<file path="src/rtl/traffic_pkg.sv">
// Shared definitions for the N-approach traffic light controller family.
//   phase_t   : controller phase, also exported on the top-level phase output
//   LAMP_*    : 3-bit lamp field encodings (one field per approach)
//   dir_w()   : width of an approach index for a given approach count
package traffic_pkg;

    typedef enum logic [1:0] {
        GREEN  = 2'd0,
        YELLOW = 2'd1,
        ALLRED = 2'd2,
        FLASH  = 2'd3
    } phase_t;

    localparam logic [2:0] LAMP_GREEN  = 3'b001;
    localparam logic [2:0] LAMP_YELLOW = 3'b010;
    localparam logic [2:0] LAMP_RED    = 3'b100;
    localparam logic [2:0] LAMP_DARK   = 3'b000;

    // At least one bit, even for a two-approach intersection.
    function automatic int dir_w(input int n);
        return (n > 2) ? $clog2(n) : 1;
    endfunction

endpackage

</file>
<file path="src/rtl/rr_next_dir.sv">
// Combinational round-robin scan: picks the first approach after cur_dir
// (wrapping modulo NUM_DIR, cur_dir itself excluded) whose demand bit is set.
// With no other approach requesting, the result is simply cur_dir+1.
//   demand   : per-approach request bits
//   cur_dir  : approach currently being served
//   next_dir : approach to serve next
module rr_next_dir
    import traffic_pkg::*;
#(
    parameter int  NUM_DIR = 4,
    localparam int DIR_W   = dir_w(NUM_DIR)
) (
    input  logic [NUM_DIR-1:0] demand,
    input  logic [DIR_W-1:0]   cur_dir,
    output logic [DIR_W-1:0]   next_dir
);

    logic             found;
    logic [DIR_W-1:0] idx;

    always_comb begin
        next_dir = DIR_W'((int'(cur_dir) + 1) % NUM_DIR);
        found    = 1'b0;
        idx      = '0;
        // Nearest-first scan; the first hit wins.
        for (int k = 1; k < NUM_DIR; k++) begin
            idx = DIR_W'((int'(cur_dir) + k) % NUM_DIR);
            if (!found && demand[idx]) begin
                next_dir = idx;
                found    = 1'b1;
            end
        end
    end

endmodule

</file>
<file path="src/rtl/traffic_light_ctrl_nway.sv">
// N-approach signalised intersection controller.
// Sequence GREEN(d) -> YELLOW(d) -> ALLRED -> GREEN(next), with demand-based
// skipping, emergency preemption (holds green on the requested approach) and
// a flashing-red fail-safe mode that has priority over preemption.
//   clk, rst       : clock, synchronous active-high reset
//   demand         : per-approach request (level)
//   preempt_req    : emergency preemption request (level)
//   preempt_dir    : approach to serve during preemption
//   flash_mode     : fail-safe flashing-red request (level)
//   lights         : 3-bit lamp field per approach, approach d at [3d+2:3d]
//   active_dir     : approach owning green/yellow
//   phase          : current phase_t (also serves as the FSM state view)
//   preempt_active : high while a preemption green is being served
module traffic_light_ctrl_nway
    import traffic_pkg::*;
#(
    parameter int  NUM_DIR    = 4,
    parameter int  GREEN_CYC  = 70,
    parameter int  YELLOW_CYC = 20,
    parameter int  ALLRED_CYC = 5,
    parameter int  FLASH_CYC  = 10,
    parameter int  CNT_W      = 16,
    localparam int DIR_W      = dir_w(NUM_DIR)
) (
    input  logic                 clk,
    input  logic                 rst,
    input  logic [NUM_DIR-1:0]   demand,
    input  logic                 preempt_req,
    input  logic [DIR_W-1:0]     preempt_dir,
    input  logic                 flash_mode,
    output logic [3*NUM_DIR-1:0] lights,
    output logic [DIR_W-1:0]     active_dir,
    output logic [1:0]           phase,
    output logic                 preempt_active
);

    localparam logic [CNT_W-1:0] GREEN_LAST  = CNT_W'(GREEN_CYC - 1);
    localparam logic [CNT_W-1:0] YELLOW_LAST = CNT_W'(YELLOW_CYC - 1);
    localparam logic [CNT_W-1:0] ALLRED_LAST = CNT_W'(ALLRED_CYC - 1);
    localparam logic [CNT_W-1:0] FLASH_LAST  = CNT_W'(FLASH_CYC - 1);
    localparam logic [CNT_W-1:0] CNT_ONE     = CNT_W'(1);
    // One extra bit so NUM_DIR itself is representable (e.g. 4 with DIR_W=2).
    localparam logic [DIR_W:0]   NUM_DIR_L   = (DIR_W + 1)'(NUM_DIR);

    phase_t             phase_q;
    logic [DIR_W-1:0]   active_dir_q;
    logic [DIR_W-1:0]   next_sel_q;
    logic [CNT_W-1:0]   count_q;
    logic               blink_q;
    logic               preempt_active_q;

    logic [DIR_W-1:0]   next_dir_d;
    logic               pre_valid;
    logic               pre_match;

    // An out-of-range preempt_dir (possible when NUM_DIR is not a power of
    // two) makes the whole request void.
    assign pre_valid = preempt_req && ({1'b0, preempt_dir} < NUM_DIR_L);
    assign pre_match = (preempt_dir == active_dir_q);

    rr_next_dir #(
        .NUM_DIR (NUM_DIR)
    ) u_rr_next_dir (
        .demand   (demand),
        .cur_dir  (active_dir_q),
        .next_dir (next_dir_d)
    );

    always_ff @(posedge clk) begin
        if (rst) begin
            phase_q          <= GREEN;
            active_dir_q     <= '0;
            next_sel_q       <= '0;
            count_q          <= '0;
            blink_q          <= 1'b0;
            preempt_active_q <= 1'b0;
        end else begin
            preempt_active_q <= 1'b0;
            case (phase_q)
                GREEN: begin
                    if (flash_mode || (pre_valid && !pre_match)) begin
                        // Truncate green: flash request or another approach
                        // is being preempted.
                        phase_q <= YELLOW;
                        count_q <= '0;
                    end else if (pre_valid) begin
                        // Serving the preempted approach: timer frozen.
                        preempt_active_q <= 1'b1;
                    end else if (count_q == GREEN_LAST) begin
                        phase_q <= YELLOW;
                        count_q <= '0;
                    end else begin
                        count_q <= count_q + CNT_ONE;
                    end
                end
                YELLOW: begin
                    if (count_q == YELLOW_LAST) begin
                        phase_q    <= ALLRED;
                        count_q    <= '0;
                        // Demand is sampled on the last yellow cycle only.
                        next_sel_q <= next_dir_d;
                    end else begin
                        count_q <= count_q + CNT_ONE;
                    end
                end
                ALLRED: begin
                    if (count_q == ALLRED_LAST) begin
                        count_q <= '0;
                        if (flash_mode) begin
                            phase_q <= FLASH;
                            blink_q <= 1'b1;
                        end else if (pre_valid) begin
                            phase_q          <= GREEN;
                            active_dir_q     <= preempt_dir;
                            preempt_active_q <= 1'b1;
                        end else begin
                            phase_q      <= GREEN;
                            active_dir_q <= next_sel_q;
                        end
                    end else begin
                        count_q <= count_q + CNT_ONE;
                    end
                end
                FLASH: begin
                    if (!flash_mode) begin
                        // Leave through a clearance interval, restart at approach 0.
                        phase_q    <= ALLRED;
                        count_q    <= '0;
                        blink_q    <= 1'b0;
                        next_sel_q <= '0;
                    end else if (count_q == FLASH_LAST) begin
                        count_q <= '0;
                        blink_q <= ~blink_q;
                    end else begin
                        count_q <= count_q + CNT_ONE;
                    end
                end
                default: begin
                    phase_q <= ALLRED;
                    count_q <= '0;
                end
            endcase
        end
    end

    always_comb begin
        lights = '0;
        for (int d = 0; d < NUM_DIR; d++) begin
            case (phase_q)
                GREEN:   lights[3*d +: 3] = (DIR_W'(d) == active_dir_q) ? LAMP_GREEN : LAMP_RED;
                YELLOW:  lights[3*d +: 3] = (DIR_W'(d) == active_dir_q) ? LAMP_YELLOW : LAMP_RED;
                ALLRED:  lights[3*d +: 3] = LAMP_RED;
                FLASH:   lights[3*d +: 3] = blink_q ? LAMP_RED : LAMP_DARK;
                default: lights[3*d +: 3] = LAMP_RED;
            endcase
        end
    end

    assign active_dir     = active_dir_q;
    assign phase          = phase_q;
    assign preempt_active = preempt_active_q;

endmodule

</file>
<file path="config.mk">
export PLATFORM = sky130hd
export DESIGN_NAME = traffic_light_ctrl_nway
export DESIGN_NICKNAME = d
export VERILOG_FILES = /design/src/rtl/traffic_pkg.sv /design/src/rtl/rr_next_dir.sv /design/src/rtl/traffic_light_ctrl_nway.sv
export SDC_FILE = /design/constraint.sdc
export NUM_CORES = 1
export LEC_CHECK = 0
export ABC_AREA = 1
export CORE_MARGIN = 5
export CORE_UTILIZATION = 55
export CTS_CLUSTER_SIZE = 24
export DETAILED_ROUTE_END_ITERATION = 7
export PLACE_DENSITY = 0.93
export REMOVE_ABC_BUFFERS = 1
export SYNTH_ARGS = -nofsm -noshare
export SYNTH_HDL_FRONTEND = slang
export SYNTH_HIERARCHICAL = 1
export SYNTH_SLANG_ARGS = --single-unit
</file>
<file path="constraint.sdc">
create_clock -name clk -period 2.3 [get_ports clk]
set_input_delay 0.23 -clock clk [delete_from_list [all_inputs] [get_ports clk]]
set_output_delay 0.23 -clock clk [all_outputs]
set_load 0.1 [all_outputs]
</file>
**Word-level counts from Yosys, hierarchy flattened**

Index checks and enable logic that the tools add are counted.

- Flip-flop bits (word level): 24
- Latch bits: 0
- RAM bits: 0
- Memory bits (read-only): 0
- Input port bits: 10
- Output and inout bits: 17
- Word-level logic and storage cells: 101
- Memories kept: 0

- Add/subtract/negate cells: 4
- Multipliers: 0
- Div/mod/pow operators: 0
- Order comparisons: 3
- Equality and inequality tests: 18
- Shift-type cells: 0
- Muxes and demuxes: 53
- Bitwise logic cells: 2
- Reductions and logical operators: 15

Operator list:

| kind | number |
|---|---|
| 16-bit two-way mux | 7 |
| 16-bit case mux with 4 select lines | 1 |
| 3-bit case mux with 4 select lines | 4 |
| 3-bit two-way mux | 9 |
| 2-bit two-way mux | 12 |
| 16-bit by 1-bit adder with 16-bit output (second input constant) | 1 |
| 16-bit by 3-bit equality test with 1-bit output (second input constant) | 1 |
| 16-bit by 4-bit equality test with 1-bit output (second input constant) | 1 |
| 16-bit by 5-bit equality test with 1-bit output (second input constant) | 1 |
| 16-bit by 7-bit equality test with 1-bit output (second input constant) | 1 |
| 1-bit two-way mux | 13 |
| 2-bit by 3-bit < comparator with 1-bit output (second input constant) | 3 |
| 3-bit inequality test (second input constant) | 3 |
| 2-bit inequality test (second input constant) | 4 |
| 2-bit case mux with 4 select lines | 1 |
| 1-bit binary-select mux with 2-bit select | 3 |
| 3-bit AND reduction | 2 |
| 5-bit AND reduction | 1 |
| 2-bit adder (second input constant) | 2 |
| 2-bit equality test (first input constant) | 2 |
| 2-bit equality test (second input constant) | 2 |
| 2-bit logical NOT | 2 |
| 1-bit case mux with 2 select lines | 2 |
| 2-bit case mux with 2 select lines | 1 |
| other kinds (10) | 16 |

**Longest topological paths before layout**

- Depth after elaboration: 12
- Mapped depth: 14

**Hierarchy**

Netlist, hierarchy kept.

By module, submodules not included:

| module | times used | cells each | area an instance (µm²) | seq. area each (µm²) |
|---|---|---|---|---|
| traffic_light_ctrl_nway | 1 | 244 | 1,514.0 | 480.5 |
| rr_next_dir | 1 | 40 | 195.2 | 0.0 |

**Worst setup path before layout**

OpenSTA, ideal clock, no wires.

- Path kind: register -> output
- Start: reg active_dir_q[1] (netlist: active_dir[1])
- End: out lights[2]
- Arrival time: 3.383 ns
- Data required time: 2.070 ns
- Path slack: -1.313 ns
- Cell stages (with the launch flop): 3
- Path buffers: 0
- Path through: dfxtp_1 nor2_1 o21ai_0

- Cells in the longest elaborated chain, start to end: 3
- Elaborated cells on any way between the ends: 4
- Classes of those cells: mux (3); reduce/logical (1)

RTL lines:

| element | RTL line | RTL |
|---|---|---|
| start, declared | traffic_light_ctrl_nway.sv:46 | `logic [DIR_W-1:0] active_dir_q;` |
| start signal, assigned | traffic_light_ctrl_nway.sv:114 | `active_dir_q <= preempt_dir;` |
| start signal, assigned | traffic_light_ctrl_nway.sv:118 | `active_dir_q <= next_sel_q;` |
| 2-bit logical NOT * | traffic_light_ctrl_nway.sv:150, traffic_light_ctrl_nway.sv:151 |  |
| 3-bit two-way mux (on tied branches) | traffic_light_ctrl_nway.sv:151, traffic_light_ctrl_nway.sv:150 |  |
| 3-bit case mux with 4 select lines * | traffic_light_ctrl_nway.sv:149 | `case (phase_q)` |
| end, declared | traffic_light_ctrl_nway.sv:31 | `output logic [3*NUM_DIR-1:0] lights,` |

Mark *: on every way between the ends. The rest lies on a longest branch, timed or not.

**Final worst setup path**

- Start: reg active_dir_q[1] (netlist: active_dir[1])
- End: out lights[7]

- Cells in the longest elaborated chain, start to end: 3

RTL lines:

| element | RTL line | RTL |
|---|---|---|
| 2-bit equality test | traffic_light_ctrl_nway.sv:151 | `YELLOW: lights[3*d +: 3] = (DIR_W'(d) == active_dir_q) ? LAMP_YELLOW : LAMP_RED;` |
| 3-bit two-way mux | traffic_light_ctrl_nway.sv:151 |  |
| 3-bit case mux with 4 select lines | traffic_light_ctrl_nway.sv:149 |  |

No other way between the ends.

==> summary.txt <==
Worst setup SP type: flop
Die Ht: 65.7 µm
Post-CTS Hold Fix Bufs: 0
Site row count: 20
VDD IR-drop max: 478 µV
FF+latch count, synth: 24
Asr flop ratio synth: 0%
Clk sinks: 24
ANT nets after route: 0
Reg clk slew, reported paths: 0.13 ns
Synth Flop Type: dfxtp_1
H-tree levels: 1
Worst hold path type: flop to flop
Worst hold slack: 0.477 ns
Iteration-0 DRC Markers: 101
CP startpoint: active_dir[1]
CP Max Fanout: 11
WL final: 3.64 mm
Status: completed
Number of I/O port buffers: 26
Buffer depth of the longest clock path: 2
Root buf cell: clkbuf_4
Synth Cell Area: 1710 µm²
Maximum clock rate: 0.533 GHz
Initial antenna violation count: 0
Post-route minimum period: 1.88 ns
Pre-Repair DR Iteration Count: 4
Register-to-Register Setup Slack: 0.49 ns
Post-DP HPWL: 2.90 mm
Distinct cells, synth: 24
Worst Hold End: blink_q
Final Hold Vio Count: 0
Top-area cell type share of the netlist area: 28.1%
Leak: 0.000919 µW
Fillers: 267
Worst Skew: 0.00152 ns
Max-slew violations: 0
Hold Startpoint: blink_q
R2R cell count: 10
Final GP Congestion: 0.856
Vias in the first global route: 1,673
Post-CTS setup buffer count: 0
Synthesized area per cell: 6.02 µm²
Top post-synthesis cells by area: dfxtp_1, nand2_1, nor2_1, inv_1, nand3_1
First-pass GRT wire length: 6.53 mm
Sequential share of the synthesized area: 28.1%
Share of layout cells above drive strength 1: 13.9%
Slew margin rel.: 74.2%
Ant diodes: 0
Tot Pwr: 1920 µW
Crit path cell chain: inv_1, nor2_1, inv_1, nor2_1, buf_4
Setup violation total in the final timing report: 0
RSZ-0062 raised after global routing: false
Crit path DAT: 1.65 ns
Max Cap Viol: 0
Reg-to-reg endpoint: count_q[13]
Detailed-route via count: 1,714
Starting density of the core: 56.4%
Clk_lat worst skew: 0.32 ns
GRT overflow: 0
Fin crit share: 81.6%
Routed len/inst: 10.3 µm
Num CTS Buffers: 3
Nets@finish: 324
CP max-delay cell: dfxtp_1
Cells after Synth: 284
CTS resizes: 0
Largest net degree at the start of global routing: 17
Largest area contributor in the netlist: dfxtp_1
Hold path cells: 2
Area growth syn-to-layout: 21.2%
Post-synth EDFFs: 0
Post-layout util: 68.4%
Vias/cell: 4.84
Synth warn: 6
GRT Resource Usage Total: 18.6%
Slowest stage delay, CP: 0.58 ns
Die X-Extent: 65.7 µm
Worst Setup Path Type: flop to output pin
I/O pin count: 27
Worst Tran Pin Value: 0.386 ns
Pwr/cell area: 929 nW/µm²
Post-route DRC: 0
Core area: 3030 µm²
CTS tree: done
Die area: 4320 µm²
Critical R2R Launch: active_dir[1]
WP data required: 2.07 ns
Worst setup EP type: output pin
## worst max-delay path: cells and delay by family (launching register included)
kind	cells	cell delay [ns]
buffers and inverters	3	0.51
flip-flops	1	0.58
AND/OR/NAND/NOR	2	0.23
## cells by family (layout without fill, tap and decap cells)
| logic type | count (synthesis) | after routing | synth area share [%] |
|---|---|---|---|
| AND/OR/NAND/NOR | 173 | 173 | 44.4 |
| AO/OA/AOI/OAI | 24 | 24 | 7.03 |
| XOR/XNOR | 11 | 11 | 5.64 |
| adder cells (fa/ha/maj) | 3 | 3 | 2.20 |
| buffers and inverters | 49 | 75 | 12.7 |
| flip-flops | 24 | 24 | 28.1 |
## where the power goes
group          switching [µW]  internal, µW
registers                47.2           454
logic                     845           269
clock network             132           176
total                    1020           899
## stage by stage
step | setup WS (ns) | std cells | instance area [µm²] | setup TNS (ns)
after floorplan | -1.44 | 279 | 1660 | -9.87
after global placement | 0.471 | 350 | 2020 | 0
after detailed placement | 0.396 | 350 | 2020 | 0
after CTS | 0.396 | 354 | 2070 | 0
after global routing | 0.221 | 354 | 2070 | 0
final | 0.424 | 354 | 2070 | 0
## flip-flops by register name, summed over array words and instances (netlist names)
register and cells:
phase 2, count_q 16, next_sel_q 2, blink_q 1
preempt_active 1, active_dir 2
## synth_stat cells, types with 2 or more instances
cell and n:
nor3_1 3, ha_1 3, clkinv_1 2, xor2_1 11, o21ai_0 13, inv_1 38, nand3_2 2, inv_2 3
nor2_1 50, dfxtp_1 24, nor2_4 2, buf_6 3, nand2_1 78, nand2_2 10, a21oi_1 9, nand3_1 21
o21ai_1 2, nand4_1 4
## worst max-delay path by stage
stage | to | slack, ns | cells past startpoint
floorplan | lights[8] | -1.44 | 2
global route | count_q[14] | 0.22 | 11
finish | lights[7] | 0.42 | 5
detailed placement | count_q[7] | 0.40 | 12
CTS | lights[2] | 0.40 | 4
global placement | count_q[7] | 0.47 | 12
## layer usage
layer / GRT usage (%) / part of all wire (%) / vias up
met5: 0 / 0 / -
met4: 7.51 / 1.8 / 0
met3: 2.74 / 6.6 / 7
met2: 33.7 / 47 / 47
met1: 21.6 / 45 / 738
li1: - / - / 922
## layout make-up
class | instances | area [µm²] | area share, %
multi-input cells | 211 | 1010 | 48.9
flip-flops and latches | 24 | 480 | 23.2
clock inverters | 1 | 30.0 | 1.45
repair buffers | 27 | 300 | 14.5
clock buffers | 3 | 22.5 | 1.09
well taps | 44 | 55.1 | 2.66
inverters | 44 | 170 | 8.22
## layout by cell type (no fill, tap or decap), types with 6 or more instances in the layout
cell type,count
clkdlybuf4s50_1,9
o21ai_0,13
buf_4,12
nand3_1,21
nand2_1,78
a21oi_1,9
xor2_1,11
nor2_1,50
dfxtp_1,24
buf_12,6
inv_1,38
nand2_2,10
Note: power is estimated with default switching activity, not from simulation.
==> patch 1, RTL diff (same settings) <==
`NUM_DIR` is set to 4 in 2 places; all go to 5. Comments in the files are not updated.
--- a/src/rtl/rr_next_dir.sv
+++ b/src/rtl/rr_next_dir.sv
@@ -7,7 +7,7 @@
 module rr_next_dir
     import traffic_pkg::*;
 #(
-    parameter int  NUM_DIR = 4,
+    parameter int  NUM_DIR = 5,
     localparam int DIR_W   = dir_w(NUM_DIR)
 ) (
     input  logic [NUM_DIR-1:0] demand,
--- a/src/rtl/traffic_light_ctrl_nway.sv
+++ b/src/rtl/traffic_light_ctrl_nway.sv
@@ -14,7 +14,7 @@
 module traffic_light_ctrl_nway
     import traffic_pkg::*;
 #(
-    parameter int  NUM_DIR    = 4,
+    parameter int  NUM_DIR    = 5,
     parameter int  GREEN_CYC  = 70,
     parameter int  YELLOW_CYC = 20,
     parameter int  ALLRED_CYC = 5,
Interface: changed (resized active_dir, demand, lights and preempt_dir); port bits go from 27 to 33. No check against the original RTL was run, so the function may have changed too.
==> patch 1 against the unedited design <==
  * The run now ends with DRC, setup timing left
  * Power up 33%
  * Design area up 110%
  * Wire length rose to 3.6 times the old value
  * Worst setup slack worse by 1.7 ns
  * Critical path type is now flip-flop to flip-flop
  * Register-to-register slack worse by 1.8 ns
  * Critical endpoint is now next_sel_q[2]$_SDFFE_PP0P_
  * Sequential cell count up 2
  * Via count up 150%
  * Largest cell class unchanged
  * Clock skew up 0.0046 ns
  * First-iteration DRC count rose to 7.8 times the old value
  * Critical path depth up 17
  * Synthesized area up 75%
  * Combinational power up 42%
==> patch 1: results (changes against the unedited design) <==
** Run status
- Status :: finished with violations (was finished clean)
- Violations in the final reports :: DRC, setup timing

** Placement
- Instance area at placement :: 0.00385 mm2 (was 0.00202 mm2)
- The worst slack after detailed placement is -1.10 ns (was 0.396 ns).
- Buffers added on ports :: 32 (was 26)
- The weighted congestion reported at the end of routability-driven placement is 0.937 (was 0.856).
- The half-perimeter wire length of the detailed placement result was 6590 um (was 2900 um).
- Cell count after placement :: 629 (was 350)

** Timing
- Post-route worst hold slack :: 0.516 ns (was 0.477 ns)
- The worst-case headroom to the max-slew limit came to 56.4% (was 74.2%).
- Final setup margin :: -1.30 ns (was 0.424 ns)
- Setup Skew :: 0.00616 ns (was 0.00152 ns)
- Final setup violation count :: 4 (was 0)

** Finish
- Non-clock buffer share of cell area :: 22.3% (was 14.5%)
- The footprint of the multi-input gates came to 0.00237 mm2 (was 0.00101 mm2).
- The number of filler instances in the final layout came to 252 (was 267).
- The clock distribution area overhead in the final layout came to 1.66% (was 2.54%).
- The number of signal-net inverters in the final layout is 75 (was 44).
- Multi-In Gates :: 378 (was 211)
- The post-layout net count is 613 (was 324).

** Logic synthesis
- Top area cells in the synthesized netlist: sky130_fd_sc_hd__dfxtp_1, sky130_fd_sc_hd__nand2_1, sky130_fd_sc_hd__ha_1 (was sky130_fd_sc_hd__dfxtp_1, sky130_fd_sc_hd__nand2_1, sky130_fd_sc_hd__nor2_1).
- The fraction of synthesized cell area in xor and xnor cells was 2.64% (was 5.64%).
- The synthesized-area fraction occupied by ao, oa, aoi and oai cells came to 12.4% (was 7.03%).
- Leading post-synthesis cells by instance count: sky130_fd_sc_hd__nand2_1, sky130_fd_sc_hd__inv_1, sky130_fd_sc_hd__nor2_1 (was sky130_fd_sc_hd__nand2_1, sky130_fd_sc_hd__nor2_1, sky130_fd_sc_hd__inv_1).

** Pwr
- Psw :: 1370 uW (was 1020 uW)
- Total power per unit cell area :: 594 mW/mm2 (was 929 mW/mm2)
- The maximum vdd ir drop was 1310 uV (was 478 uV).
- The clock distribution power was 402 uW (was 309 uW).
- The leakage power total was 0.00197 uW (was 0.000919 uW).

** GRT
- The largest net degree at the start of global routing came to 18 (was 17).
- Vias in the first global route :: 4,103 (was 1,673)

** Route
- DRC violations left :: 5 (was 0)

** CTS
- The clock latency on the worst-skew pair was 0.28 ns (was 0.32 ns).
- Root buffer cell :: sky130_fd_sc_hd__clkbuf_8 (was sky130_fd_sc_hd__clkbuf_4)

** Critical path
- The end of the worst register-to-register path was next_sel_q[2]$_SDFFE_PP0P_ (was count_q[13]$_SDFFE_PP0P_).
- The standard cell with the maximum stage delay on the critical path was sky130_fd_sc_hd__dfxtp_2 (was sky130_fd_sc_hd__dfxtp_1).
- Arrival @ worst endpoint :: 3.79 ns (was 1.65 ns)
- Largest incremental delay on the critical path :: 0.34 ns (was 0.58 ns)
-- patch 1: what timing repair did --
item	CTS	global route
gates resized for setup	43	20
hold buffers	0	0
pin swaps	29	18
endpoints found under the setup margin	3	17
buffers inserted	13	2
-- patch 1: kinds of logic (layout without fill, tap and decap cells) --
family	count (synthesis)	count (layout)
adder cells (fa/ha/maj)	22	22
flip-flops	26	26
buffers and inverters	81	174
AND/OR/NAND/NOR	291	291
XOR/XNOR	9	9
AO/OA/AOI/OAI	56	56
-- patch 1: routing by layer --
layer | GRT usage, % | part of all wire [%] | up-vias | wire length (um)
met5 | 0 | 0 | - | 0
met4 | 21.8 | 9.1 | 0 | 1200
met3 | 5.73 | 11 | 139 | 1490
met2 | 58.6 | 45 | 431 | 5910
met1 | 37.3 | 35 | 1870 | 4540
li1 | - | - | 1761 | -
==> patch 2, RTL diff (same settings) <==
Made on the original files. Reset style: asynchronous (`rst`), changed in one clocked block. Comments in the files are not updated.
--- a/src/rtl/traffic_light_ctrl_nway.sv
+++ b/src/rtl/traffic_light_ctrl_nway.sv
@@ -66,7 +66,7 @@
         .next_dir (next_dir_d)
     );
 
-    always_ff @(posedge clk) begin
+    always_ff @(posedge clk or posedge rst) begin
         if (rst) begin
             phase_q          <= GREEN;
             active_dir_q     <= '0;
Behaviour: differs if rst is asserted again (counterexample within 4 cycles, from zero or initial values and one cycle with rst high); with rst held inactive, the same outputs for 10 cycles.
==> patch 2 against the unedited design <==
  * Worst setup slack got worse by 0.051 ns
  * Power is 50% higher
  * Design area grew 9.7%
  * Synthesized area is 9.2% higher
  * Utilization rose by 0.24 points
  * Wire length rose by 16%
  * Count of clock-buffer cells in the layout rose by 1
  * Sequential cell count did not move
  * Register-to-register slack got worse by 0.12 ns
  * Highest routed layer unchanged
  * Largest power group unchanged
  * Non-clock buffer count is 1 higher
==> patch 2: results (changes against the unedited design) <==
** Pwr
- Power share of the sequential group :: 21.9% (was 26.0%)
- The leakage power total is 0.00118 uW (was 0.000919 uW).
- IR drop worst, VDD :: 412 uV (was 478 uV)
- The power per cell area was 1270 mW/mm2 (was 929 mW/mm2).
- The reported net switching power was 1700 uW (was 1020 uW).

** Run status
- Status: finished clean (unchanged).

** Hold path
- Worst hold path class :: primary input to async pin (was flip-flop to flip-flop)

** Route
- Pre-Repair DR Iteration Count :: 5 (was 4)
- The routed length on met3 came to 266 um (was 242 um).
- The total via count after detailed routing came to 1,887 (was 1,714).
- The violation count after the first detailed-route iteration is 147 (was 101).

** Finish
- Layout Cells excl Fill :: 366 (was 354)
- The layout cell share with drive strength beyond 1 is 15.6% (was 13.9%).
- Total of fill cells in the finished design :: 266 (was 267)

** Logic synthesis
- The fraction of synthesis flops using an asynchronous set or reset pin came to 100% (was 0%).
- Fraction of the mapped netlist area in compound gates :: 6.77% (was 7.03%)
- Leading post-synthesis cells by instance count :: sky130_fd_sc_hd__nand2_1, sky130_fd_sc_hd__nor2_1, sky130_fd_sc_hd__inv_1 (unchanged)
- Sequential fraction of the synthesis area :: 32.2% (was 28.1%)
- Post-synthesis area per instance :: 6.37 um2 (was 6.02 um2)

** Timing
- Slew at the pin closest to its max-slew limit :: 0.374 ns (was 0.386 ns)
- Setup Skew :: 0.000961 ns (was 0.00152 ns)

** GRT
- The via count of the first global-routing pass is 1,762 (was 1,673).
- The largest net degree at the start of global routing came to 25 (was 17).

** Placement
- The half-perimeter wire length of the detailed placement result is 3400 um (was 2900 um).
- Placement Setup Slack :: 0.406 ns (was 0.396 ns)

** Critical path
- The data arrival time at the worst-slack endpoint was 2.15 ns (was 1.65 ns).
patch 2: per-layer routing:
metal | up-vias | GRT usage (%)
met1 | 857 | 25.1
met5 | - | 0
met2 | 68 | 38.5
met4 | 0 | 4.47
met3 | 5 | 2.63
li1 | 957 | -
patch 2: final cells by class:
class / count / share of cell area [%]
timing repair buffer: 28 / 15.7
multi-input combinational: 215 / 45.4
tap: 46 / 2.53
sequential: 24 / 26.4
clock buffer: 4 / 1.60
inverter: 49 / 8.31
patch 2: final timing paths:
| path | start | to | cells past startpoint | slack (ns) |
|---|---|---|---|---|
| max | count_q[1]$_DFFE_PP0P_ | count_q[10]$_DFFE_PP0P_ | 11 | 0.37 |
| min | rst | count_q[13]$_DFFE_PP0P_ | 3 | 0.26 |
| max reg2reg | count_q[1]$_DFFE_PP0P_ | count_q[10]$_DFFE_PP0P_ | 11 | 0.37 |
| min reg2reg | next_sel_q[0]$_DFFE_PP0P_ | next_sel_q[0]$_DFFE_PP0P_ | 2 | 0.51 |
| max in group asynchronous | rst | count_q[14]$_DFFE_PP0P_ | 3 | 1.81 |
| min in group clk | next_sel_q[0]$_DFFE_PP0P_ | next_sel_q[0]$_DFFE_PP0P_ | 2 | 0.51 |
patch 2: worst max-delay path, stage by stage (launching register included):
cell,delay [ns]
sky130_fd_sc_hd__dfrtp_1,0.44
sky130_fd_sc_hd__inv_1,0.12
sky130_fd_sc_hd__ha_1,0.16
sky130_fd_sc_hd__nand3_1,0.08
sky130_fd_sc_hd__nor2_1,0.16
sky130_fd_sc_hd__nand2_1,0.09
sky130_fd_sc_hd__nand2_2,0.07
sky130_fd_sc_hd__nand2_2,0.06
sky130_fd_sc_hd__nor2_2,0.14
sky130_fd_sc_hd__nand3_2,0.22
sky130_fd_sc_hd__inv_1,0.21
sky130_fd_sc_hd__nor2_1,0.07
